<file path="src/rtl/pu_feeder_if.sv">
// Operand stream into the feeder, plus the lane/strobe bundle it presents to the 4-lane PU.
interface pu_feeder_if #(
    parameter int DATA_W = 32
);
    logic                     in_valid;
    logic                     in_ready;
    logic signed [DATA_W-1:0] in_a;
    logic signed [DATA_W-1:0] in_w;
    logic                     in_last;
    logic signed [DATA_W-1:0] a1;
    logic signed [DATA_W-1:0] a2;
    logic signed [DATA_W-1:0] a3;
    logic signed [DATA_W-1:0] a4;
    logic signed [DATA_W-1:0] w1;
    logic signed [DATA_W-1:0] w2;
    logic signed [DATA_W-1:0] w3;
    logic signed [DATA_W-1:0] w4;
    logic                     pu_valid;
    logic                     pu_last;
    logic                     res_valid;
    logic                     res_last;

    // The source/PU side of the feeder.
    modport master (
        output in_valid, in_a, in_w, in_last,
        input  in_ready, a1, a2, a3, a4, w1, w2, w3, w4,
        input  pu_valid, pu_last, res_valid, res_last
    );

    modport slave (
        input  in_valid, in_a, in_w, in_last,
        output in_ready, a1, a2, a3, a4, w1, w2, w3, w4,
        output pu_valid, pu_last, res_valid, res_last
    );
endinterface

</file>
<file path="src/rtl/pu_feeder.sv">
// Packs a serial (activation, weight) stream into 4-lane groups for the PU and
// tracks, through a delay line, the cycle in which the PU result is valid.
module pu_feeder #(
    parameter int DATA_W     = 32,
    parameter int PU_LATENCY = 2
) (
    input  logic       clk,
    input  logic       rst,
    pu_feeder_if.slave bus
);
    typedef enum logic [0:0] {
        FILL  = 1'b0,
        DRAIN = 1'b1
    } state_t;

    state_t                   state;
    state_t                   state_nxt;
    logic [1:0]               idx;
    logic signed [DATA_W-1:0] stg_a [3];
    logic signed [DATA_W-1:0] stg_w [3];
    logic signed [DATA_W-1:0] lane_a_p0 [4];
    logic signed [DATA_W-1:0] lane_w_p0 [4];
    logic                     vld_p0;
    logic                     last_p0;
    logic [PU_LATENCY-1:0]    vld_dly;
    logic [PU_LATENCY-1:0]    last_dly;
    logic                     fill_ready;
    logic                     accept;
    logic                     issue;
    logic                     res_last_int;

    // Lanes below the slot index come from staging, the slot lane takes the
    // incoming pair, and higher lanes are zeroed so they add nothing to the sum.
    function automatic logic signed [DATA_W-1:0] lane_sel(
        input logic [1:0]               lane,
        input logic [1:0]               cnt,
        input logic signed [DATA_W-1:0] staged,
        input logic signed [DATA_W-1:0] incoming
    );
        if (lane < cnt) begin
            return staged;
        end else if (lane == cnt) begin
            return incoming;
        end
        return '0;
    endfunction

    always_ff @(posedge clk or negedge rst) begin
        if (!rst) begin
            state <= FILL;
        end else begin
            state <= state_nxt;
        end
    end

    always_comb begin
        state_nxt  = state;
        fill_ready = 1'b0;
        accept     = 1'b0;
        issue      = 1'b0;
        unique case (state)
            FILL: begin
                fill_ready = 1'b1;
                accept     = bus.in_valid;
                issue      = bus.in_valid && ((idx == 2'd3) || bus.in_last);
                if (issue && bus.in_last) begin
                    state_nxt = DRAIN;
                end
            end
            DRAIN: begin
                if (res_last_int) begin
                    state_nxt = FILL;
                end
            end
            default: state_nxt = FILL;
        endcase
    end

    // Stage p0: staging slots and the registered PU operand lanes.
    always_ff @(posedge clk or negedge rst) begin
        if (!rst) begin
            idx     <= '0;
            vld_p0  <= 1'b0;
            last_p0 <= 1'b0;
            for (int i = 0; i < 3; i++) begin
                stg_a[i] <= '0;
                stg_w[i] <= '0;
            end
            for (int i = 0; i < 4; i++) begin
                lane_a_p0[i] <= '0;
                lane_w_p0[i] <= '0;
            end
        end else begin
            vld_p0  <= issue;
            last_p0 <= issue & bus.in_last;
            if (issue) begin
                idx <= '0;
                for (int j = 0; j < 3; j++) begin
                    lane_a_p0[j] <= lane_sel(2'(j), idx, stg_a[j], bus.in_a);
                    lane_w_p0[j] <= lane_sel(2'(j), idx, stg_w[j], bus.in_w);
                end
                lane_a_p0[3] <= lane_sel(2'd3, idx, '0, bus.in_a);
                lane_w_p0[3] <= lane_sel(2'd3, idx, '0, bus.in_w);
            end else if (accept) begin
                stg_a[idx] <= bus.in_a;
                stg_w[idx] <= bus.in_w;
                idx        <= idx + 2'd1;
            end
        end
    end

    // Stages p1..pN: valid/last follow the operands through the PU registers.
    always_ff @(posedge clk or negedge rst) begin
        if (!rst) begin
            vld_dly  <= '0;
            last_dly <= '0;
        end else begin
            vld_dly[0]  <= vld_p0;
            last_dly[0] <= last_p0;
            for (int i = 1; i < PU_LATENCY; i++) begin
                vld_dly[i]  <= vld_dly[i-1];
                last_dly[i] <= last_dly[i-1];
            end
        end
    end

    assign res_last_int  = vld_dly[PU_LATENCY-1] & last_dly[PU_LATENCY-1];

    assign bus.in_ready  = fill_ready & rst;
    assign bus.a1        = lane_a_p0[0];
    assign bus.a2        = lane_a_p0[1];
    assign bus.a3        = lane_a_p0[2];
    assign bus.a4        = lane_a_p0[3];
    assign bus.w1        = lane_w_p0[0];
    assign bus.w2        = lane_w_p0[1];
    assign bus.w3        = lane_w_p0[2];
    assign bus.w4        = lane_w_p0[3];
    assign bus.pu_valid  = vld_p0;
    assign bus.pu_last   = last_p0;
    assign bus.res_valid = vld_dly[PU_LATENCY-1];
    assign bus.res_last  = res_last_int;
endmodule

</file>
<file path="src/flat_wrapper.sv">
// flat-port wrapper written by rule: the top's interface ports become plain ports
module pu_feeder_flat 
#(
    parameter int DATA_W     = 32,
    parameter int PU_LATENCY = 2
)
  (clk, rst, bus_in_valid, bus_in_a, bus_in_w, bus_in_last, bus_in_ready, bus_a1, bus_a2, bus_a3, bus_a4, bus_w1, bus_w2, bus_w3, bus_w4, bus_pu_valid, bus_pu_last, bus_res_valid, bus_res_last);
  pu_feeder_if #(.DATA_W(DATA_W)) bus_i ();
  input  logic clk;
  input  logic rst;
  input wire logic [$bits(bus_i.in_valid)-1:0] bus_in_valid;
  input wire logic [$bits(bus_i.in_a)-1:0] bus_in_a;
  input wire logic [$bits(bus_i.in_w)-1:0] bus_in_w;
  input wire logic [$bits(bus_i.in_last)-1:0] bus_in_last;
  output wire logic [$bits(bus_i.in_ready)-1:0] bus_in_ready;
  output wire logic [$bits(bus_i.a1)-1:0] bus_a1;
  output wire logic [$bits(bus_i.a2)-1:0] bus_a2;
  output wire logic [$bits(bus_i.a3)-1:0] bus_a3;
  output wire logic [$bits(bus_i.a4)-1:0] bus_a4;
  output wire logic [$bits(bus_i.w1)-1:0] bus_w1;
  output wire logic [$bits(bus_i.w2)-1:0] bus_w2;
  output wire logic [$bits(bus_i.w3)-1:0] bus_w3;
  output wire logic [$bits(bus_i.w4)-1:0] bus_w4;
  output wire logic [$bits(bus_i.pu_valid)-1:0] bus_pu_valid;
  output wire logic [$bits(bus_i.pu_last)-1:0] bus_pu_last;
  output wire logic [$bits(bus_i.res_valid)-1:0] bus_res_valid;
  output wire logic [$bits(bus_i.res_last)-1:0] bus_res_last;
  assign bus_i.in_valid = bus_in_valid;
  assign bus_i.in_a = bus_in_a;
  assign bus_i.in_w = bus_in_w;
  assign bus_i.in_last = bus_in_last;
  assign bus_in_ready = bus_i.in_ready;
  assign bus_a1 = bus_i.a1;
  assign bus_a2 = bus_i.a2;
  assign bus_a3 = bus_i.a3;
  assign bus_a4 = bus_i.a4;
  assign bus_w1 = bus_i.w1;
  assign bus_w2 = bus_i.w2;
  assign bus_w3 = bus_i.w3;
  assign bus_w4 = bus_i.w4;
  assign bus_pu_valid = bus_i.pu_valid;
  assign bus_pu_last = bus_i.pu_last;
  assign bus_res_valid = bus_i.res_valid;
  assign bus_res_last = bus_i.res_last;
  pu_feeder #(.DATA_W(DATA_W), .PU_LATENCY(PU_LATENCY)) u_core (.clk(clk), .rst(rst), .bus(bus_i));
endmodule
</file>
<file path="config.mk">
export PLATFORM = sky130hd
export DESIGN_NAME = pu_feeder_flat
export DESIGN_NICKNAME = d
export VERILOG_FILES = /design/src/rtl/pu_feeder_if.sv /design/src/rtl/pu_feeder.sv /design/src/flat_wrapper.sv
export SDC_FILE = /design/constraint.sdc
export NUM_CORES = 1
export LEC_CHECK = 0
export CORE_ASPECT_RATIO = 0.5
export CORE_UTILIZATION = 57
export CTS_CLUSTER_SIZE = 25
export DETAILED_ROUTE_END_ITERATION = 8
export GPL_TIMING_DRIVEN = 0
export PLACE_DENSITY = 0.85
export SYNTH_ARGS = -nofsm -noshare
export SYNTH_HDL_FRONTEND = slang
export SYNTH_SLANG_ARGS = --single-unit
export TNS_END_PERCENT = 20
</file>
<file path="constraint.sdc">
create_clock -name clk -period 5.15 [get_ports clk]
set_input_delay 0.515 -clock clk [delete_from_list [all_inputs] [get_ports clk]]
set_output_delay 0.515 -clock clk [all_outputs]
set_load 0.01 [all_outputs]
</file>
; ---- Yosys cells after proc, flatten, opt, wreduce, memory -nomap -nowiden
; Index checks and enable logic that the tools add are counted.
[op_classes]
n_lt_le_gt_ge = 6
mux = 48
n_shift = 0
n_bitwise = 6
n_mul = 0
n_div = 0
addsub = 1
n_reduce_logical = 7
eq_ne = 4
[op_table]
columns = cell, count
row1 = 32-bit 2-to-1 mux, 25
row2 = 96-bit bitwise mux, 2
row3 = 32-bit demux with 2-bit select, 1
row4 = 1-bit 2-to-1 mux, 17
row5 = "2-bit == test, first input constant", 2
row6 = "1-bit by 2-bit less-than comparator with 1-bit output, first input constant", 2
row7 = "2-bit less-than comparator, first input constant", 2
row8 = 2-bit 2-to-1 mux, 2
row9 = 1-bit AND, 3
row10 = "3-bit >= comparator, second input constant", 1
row11 = 1-bit logical AND, 3
row12 = "3-bit by 1-bit less-than comparator with 1-bit output, second input constant", 1
row13 = 2-bit inverter with 3-bit output, 1
row14 = "2-bit by 1-bit adder with 2-bit output, second input constant", 1
row15 = "1-bit by 2-bit == test with 1-bit output, first input constant", 1
row16 = "2-bit == test, second input constant", 1
row17 = 2-bit logical NOT, 1
row18 = 1-bit inverter, 2
row19 = 1-bit one-hot mux with 2 select lines, 1
row20 = 2-bit AND reduction, 1
row21 = 2-bit nonzero test, 1
row22 = 1-bit logical OR, 1
[totals]
wordCells = 92
romBits = 0
latch_bits = 0
ff_bits = 457
mem_bits_rw = 0
memories = 0

; ---- Longest topological paths before layout
[logic_depth]
ltp_word = 6
depth_mapped = 10

; ---- Worst setup path after synthesis
; Ideal clock, no wire load.
[synth_path]
path_kind = register to register
startpoint = reg u_core.idx[1]
endpoint = reg u_core.lane_w_p0 (netlist bit u_core.bus.w1[25])
slack_ps = 2863
path_stages_with_launch = 11
required_time_ps = 5017
arrival_ps = 2154
cell_sequence = dfrtp_1 -> clkbuf_1 -> buf_2 -> buf_2 -> inv_1 -> ha_1 -> clkbuf_1 -> clkbuf_1 -> buf_1 -> mux2i_1 -> o21ai_0
[synth_via]
elab_chain_len = 5
[synth_lines]
columns = element, line_no
row1 = from (decl), pu_feeder.sv:18  ; logic [1:0] idx;
row2 = from (signal assigned), pu_feeder.sv:107  ; idx <= idx + 2'd1;
row3 = 2-bit logical NOT, pu_feeder.sv:42  ; end else if (lane == cnt) begin
row4 = 1-bit 2-to-1 mux, pu_feeder.sv:42
row5 = 1-bit 2-to-1 mux, pu_feeder.sv:40  ; if (lane < cnt) begin
row6 = 1-bit 2-to-1 mux, pu_feeder.sv:96  ; if (issue) begin
row7 = 32-bit 2-to-1 mux, pu_feeder.sv:45  ; return '0;
row8 = "to (signal, indexed assignment)", pu_feeder.sv:100  ; lane_w_p0[j] <= lane_sel(2'(j), idx, stg_w[j], bus.in_w);
row9 = to (decl), pu_feeder.sv:22  ; logic signed [DATA_W-1:0] lane_w_p0 [4];
; Several ways; a longest one is shown, not always the timed one. The select of a mux whose other input is x is not followed.
; A chain may end at the register's enable or synchronous reset.

; ---- Final worst setup path
[layout_path]
startpoint = in rst
endpoint = out bus_in_ready
[layout_via]
elab_chain_len = 1
[layout_lines]
columns = element, line_no
row1 = from (decl), flat_wrapper.sv:10  ; input logic rst;
row2 = 1-bit AND, pu_feeder.sv:129  ; assign bus.in_ready = fill_ready & rst;
row3 = to (decl), flat_wrapper.sv:15  ; output wire logic [$bits(bus_i.in_ready)-1:0] bus_in_ready;
; No other way between the ends.

==> flow_summary.yaml <==
cells_and_area:
  fin_util_pct: 75.2
  antenna_cells: 0
  syn_to_final_growth_pct: 27.8
  regArea_mm2: 0.0114
  drive_gt1_share_pct: 18.0
  multiInputGateArea_mm2: 0.00682
  num-fill-cells: 1988
  top_regs: "u_core.stg_a: 96 flops, u_core.stg_w: 96 flops"
  nNetsFinal: 1816
worst_setup_path:
  crit_fanout: 110
  reg2reg_slack_ns: 1.86
  reg2reg_from: "u_core.idx[1]"
  critical_path_arrival_ns: 3.30
  reg2regPathDepth: 10
  end_kind: "primary output"
  critPathLaunch: "rst"
  worstPathRequired_ns: 4.64
  reg2reg_to: "u_core.bus.w1[25]"
  critPathKind: "input pin to primary output"
  crit_end: "bus_in_ready"
  critPathLaunchType: "input pin"
status:
  status: "finished clean"
logic_synthesis:
  synth_seq_area_share_pct: 60.4
  synth_top_area_share_pct: 60.4
  syn_area_mm2: 0.0189
  synth_mux_area_share_pct: 21.6
  yosys.area.top_type: "dfrtp_1"
  ys_types: 24
  synthAdderAreaFrac_pct: 0.264
  ys_ff_latch: 457
  synth_edf_count: 0
  yosysMostFrequentCell: "dfrtp_1"
  synth_fp_nets: 1441
  synthXorXnorAreaFrac_pct: 0
  synth_top_family_by_area: "multiplexers"
  synth_top_cells_by_area: "dfrtp_1 60%, mux2_2 11%, mux2i_1 10%, o21ai_0 5.2%, a22o_1 3.0%"
  synth_compound_area_share_pct: 13.7
  yosys_warnings: 0
  syn_inst: 1369
  avgSynthCellArea_um2: 13.8
  synth_common_cells: "457 x dfrtp_1, 195 x o21ai_0, 192 x mux2_2, 192 x mux2i_1"
  synth_flop_cell: "dfrtp_1"
  yosys.area_share.simple_pct: 0.475
  postSynth.asyncResetShare_pct: 100
place:
  hpwl_mm: 36.7
  dpl_worst_slack_ns: 1.83
  gp_congestion: 0.833
  io_buffers: 328
timing:
  setup_slack_ns: 1.33
  fmax_ghz: 0.262
  worstMarginPinSlew_ns: 1.39
  post-route-period-util_pct: 74.1
  setup_tns_ns: 0
  slew_viol_final: 0
  skew_ns: 0.00922
  finalSetupViolCount: 0
  rsz0062_at_grt: "no"
  relSlewSlack_pct: 6.24
  whs_ns: 0.360
  finalHoldViolCount: 0
  timing.final.crit_period_ns: 3.82
die:
  core_mm2: 0.0322
  die_w_um: 260
  dieHeight_um: 131
  die_area_mm2: 0.0340
  num_rows: 46
  ios: 329
  start_util_pct: 58.9
grt:
  antenna_found_initial: 0
  grt_pass1_vias: 14100
  track_usage_pct: 30.9
  grt_pass1_wl_mm: 80.5
  overflow: 0
  grt_max_degree: 113
clocking:
  clock_sinks: 457
  ctsLongestPathBuffers: 3
  cts_buffers: 40
  post_cts.repair.setup_buffers: 0
  tritoncts: "yes"
  root_buffer: "clkbuf_16"
  clock_latency_ns: 0.54
  htree_levels: 2
  clkTransAtPathRegs_ns: 0.07
power:
  p_sw_share_pct: 31.4
  p_per_area_mw_per_mm2: 560
  ir_drop_uv: 321
  p_seq_share_pct: 42.8
  p_leak_nw: 10.7
  p_sw_w: 0.00426
  p_comb_share_pct: 34.7
  clkPwrFrac_pct: 22.5
  p_int_w: 0.00929
drt:
  dr.pass1.iters: 5
  wl_per_cell_um: 23.9
  drt_iter0_drc: 1069
  final_antenna_net_count: 0
  vias: 13600
  drc_errors: 0
  via_per_inst: 6.16
  drt-total-wl_mm: 52.7
min_path:
  hp-class: "register to register"
flow_run:
  maxCapViolCount: 0
[final cells by class]
type | instances | share of cell area (%)
Sequential cell | 457 | 47.2
Clock buffer | 58 | 4.96
Clock inverter | 12 | 0.465
Inverter | 4 | 0.0620
Tap cell | 432 | 2.23
Timing Repair Buffer | 333 | 14.1
Multi-Input combinational cell | 790 | 28.2
Buffer | 118 | 2.80
[worst min path at each step]
| stage | start | endpoint | cells after the start |
|---|---|---|---|
| final | u_core.last_dly[0] | u_core.last_dly[1] | 0 |
| after global routing | u_core.last_dly[0] | u_core.last_dly[1] | 0 |
| after CTS | u_core.last_dly[0] | u_core.last_dly[1] | 0 |
| after detailed placement | u_core.last_dly[0] | u_core.last_dly[1] | 0 |
| after global placement | u_core.vld_dly[0] | u_core.vld_dly[1] | 0 |
| after floorplan | rst | u_core.bus.a1[0] | 0 |
[what timing repair did]
action / 4_1_cts / 5_1_grt
hold buffers: 1 / 0
hold endpoints to repair: 56 / 0
resized for setup: 0 / 0
[power groups by stage]
stage | clock (W) | combinational, W | sequential, W
CTS | 0.00307 | 0.00472 | 0.00577
global route | 0.00322 | 0.00500 | 0.00592
floorplan | 0 | 0.00199 | 0.00596
finish | 0.00305 | 0.00470 | 0.00580
global placement | 0 | 0.00449 | 0.00573
detailed placement | 0 | 0.00467 | 0.00580
[placed cells by master, fill, tap and decap left out]
cell type	instances
buf_6	26
bufinv_16	2
a21o_1	1
nor4b_4	1
inv_1	4
clkinvlp_4	1
and2b_1	1
clkbuf_16	41
nor2_1	1
clkinv_2	9
clkbuf_1	61
buf_4	2
o21ai_0	195
dfrtp_1	457
mux2_2	192
dlygate4sd3_1	1
nand2b_1	1
clkdlybuf4s50_1	327
buf_16	4
buf_1	9
nor2b_1	1
a22o_1	64
buf_2	26
o221ai_1	1
o2bb2ai_1	64
and2_1	2
o31ai_1	64
nand2_2	3
ha_1	4
mux2i_1	192
buf_8	1
nand2_1	3
clkbuf_8	11
[per-layer routing]
metal | part of all wire (%) | track usage, % | up-vias
met5 | 0 | 0 | -
met4 | 4.0 | 13.7 | 0
met3 | 4.3 | 4.46 | 138
met2 | 50 | 52.1 | 449
met1 | 41 | 40.6 | 7154
li1 | - | - | 5829
[through the flow]
step | total power, W | cells | instance area (um2)
after floorplan | 0.00796 | 1369 | 18900
after global placement | 0.0102 | 2129 | 22800
after detailed placement | 0.0105 | 2133 | 22900
after CTS | 0.0136 | 2204 | 24200
after global routing | 0.0141 | 2204 | 24200
final | 0.0136 | 2204 | 24200
[worst max-delay path, cell delays in order]
cell	delay [ns]
dlygate4sd3_1	0.56
buf_8	0.40
buf_16	0.43
buf_16	0.45
nor2b_1	0.21
clkdlybuf4s50_1	0.54
[kinds of logic (layout without fill, tap and decap cells)]
kind of cell,Yosys count,count (layout)
DFF,457,457
AOI/OAI and AO/OA,389,389
muxes,384,384
buffers and inverters,122,525
and+or+nand+nor,13,13
adders and majority gates,4,4
(Power assumes the default switching activity.)
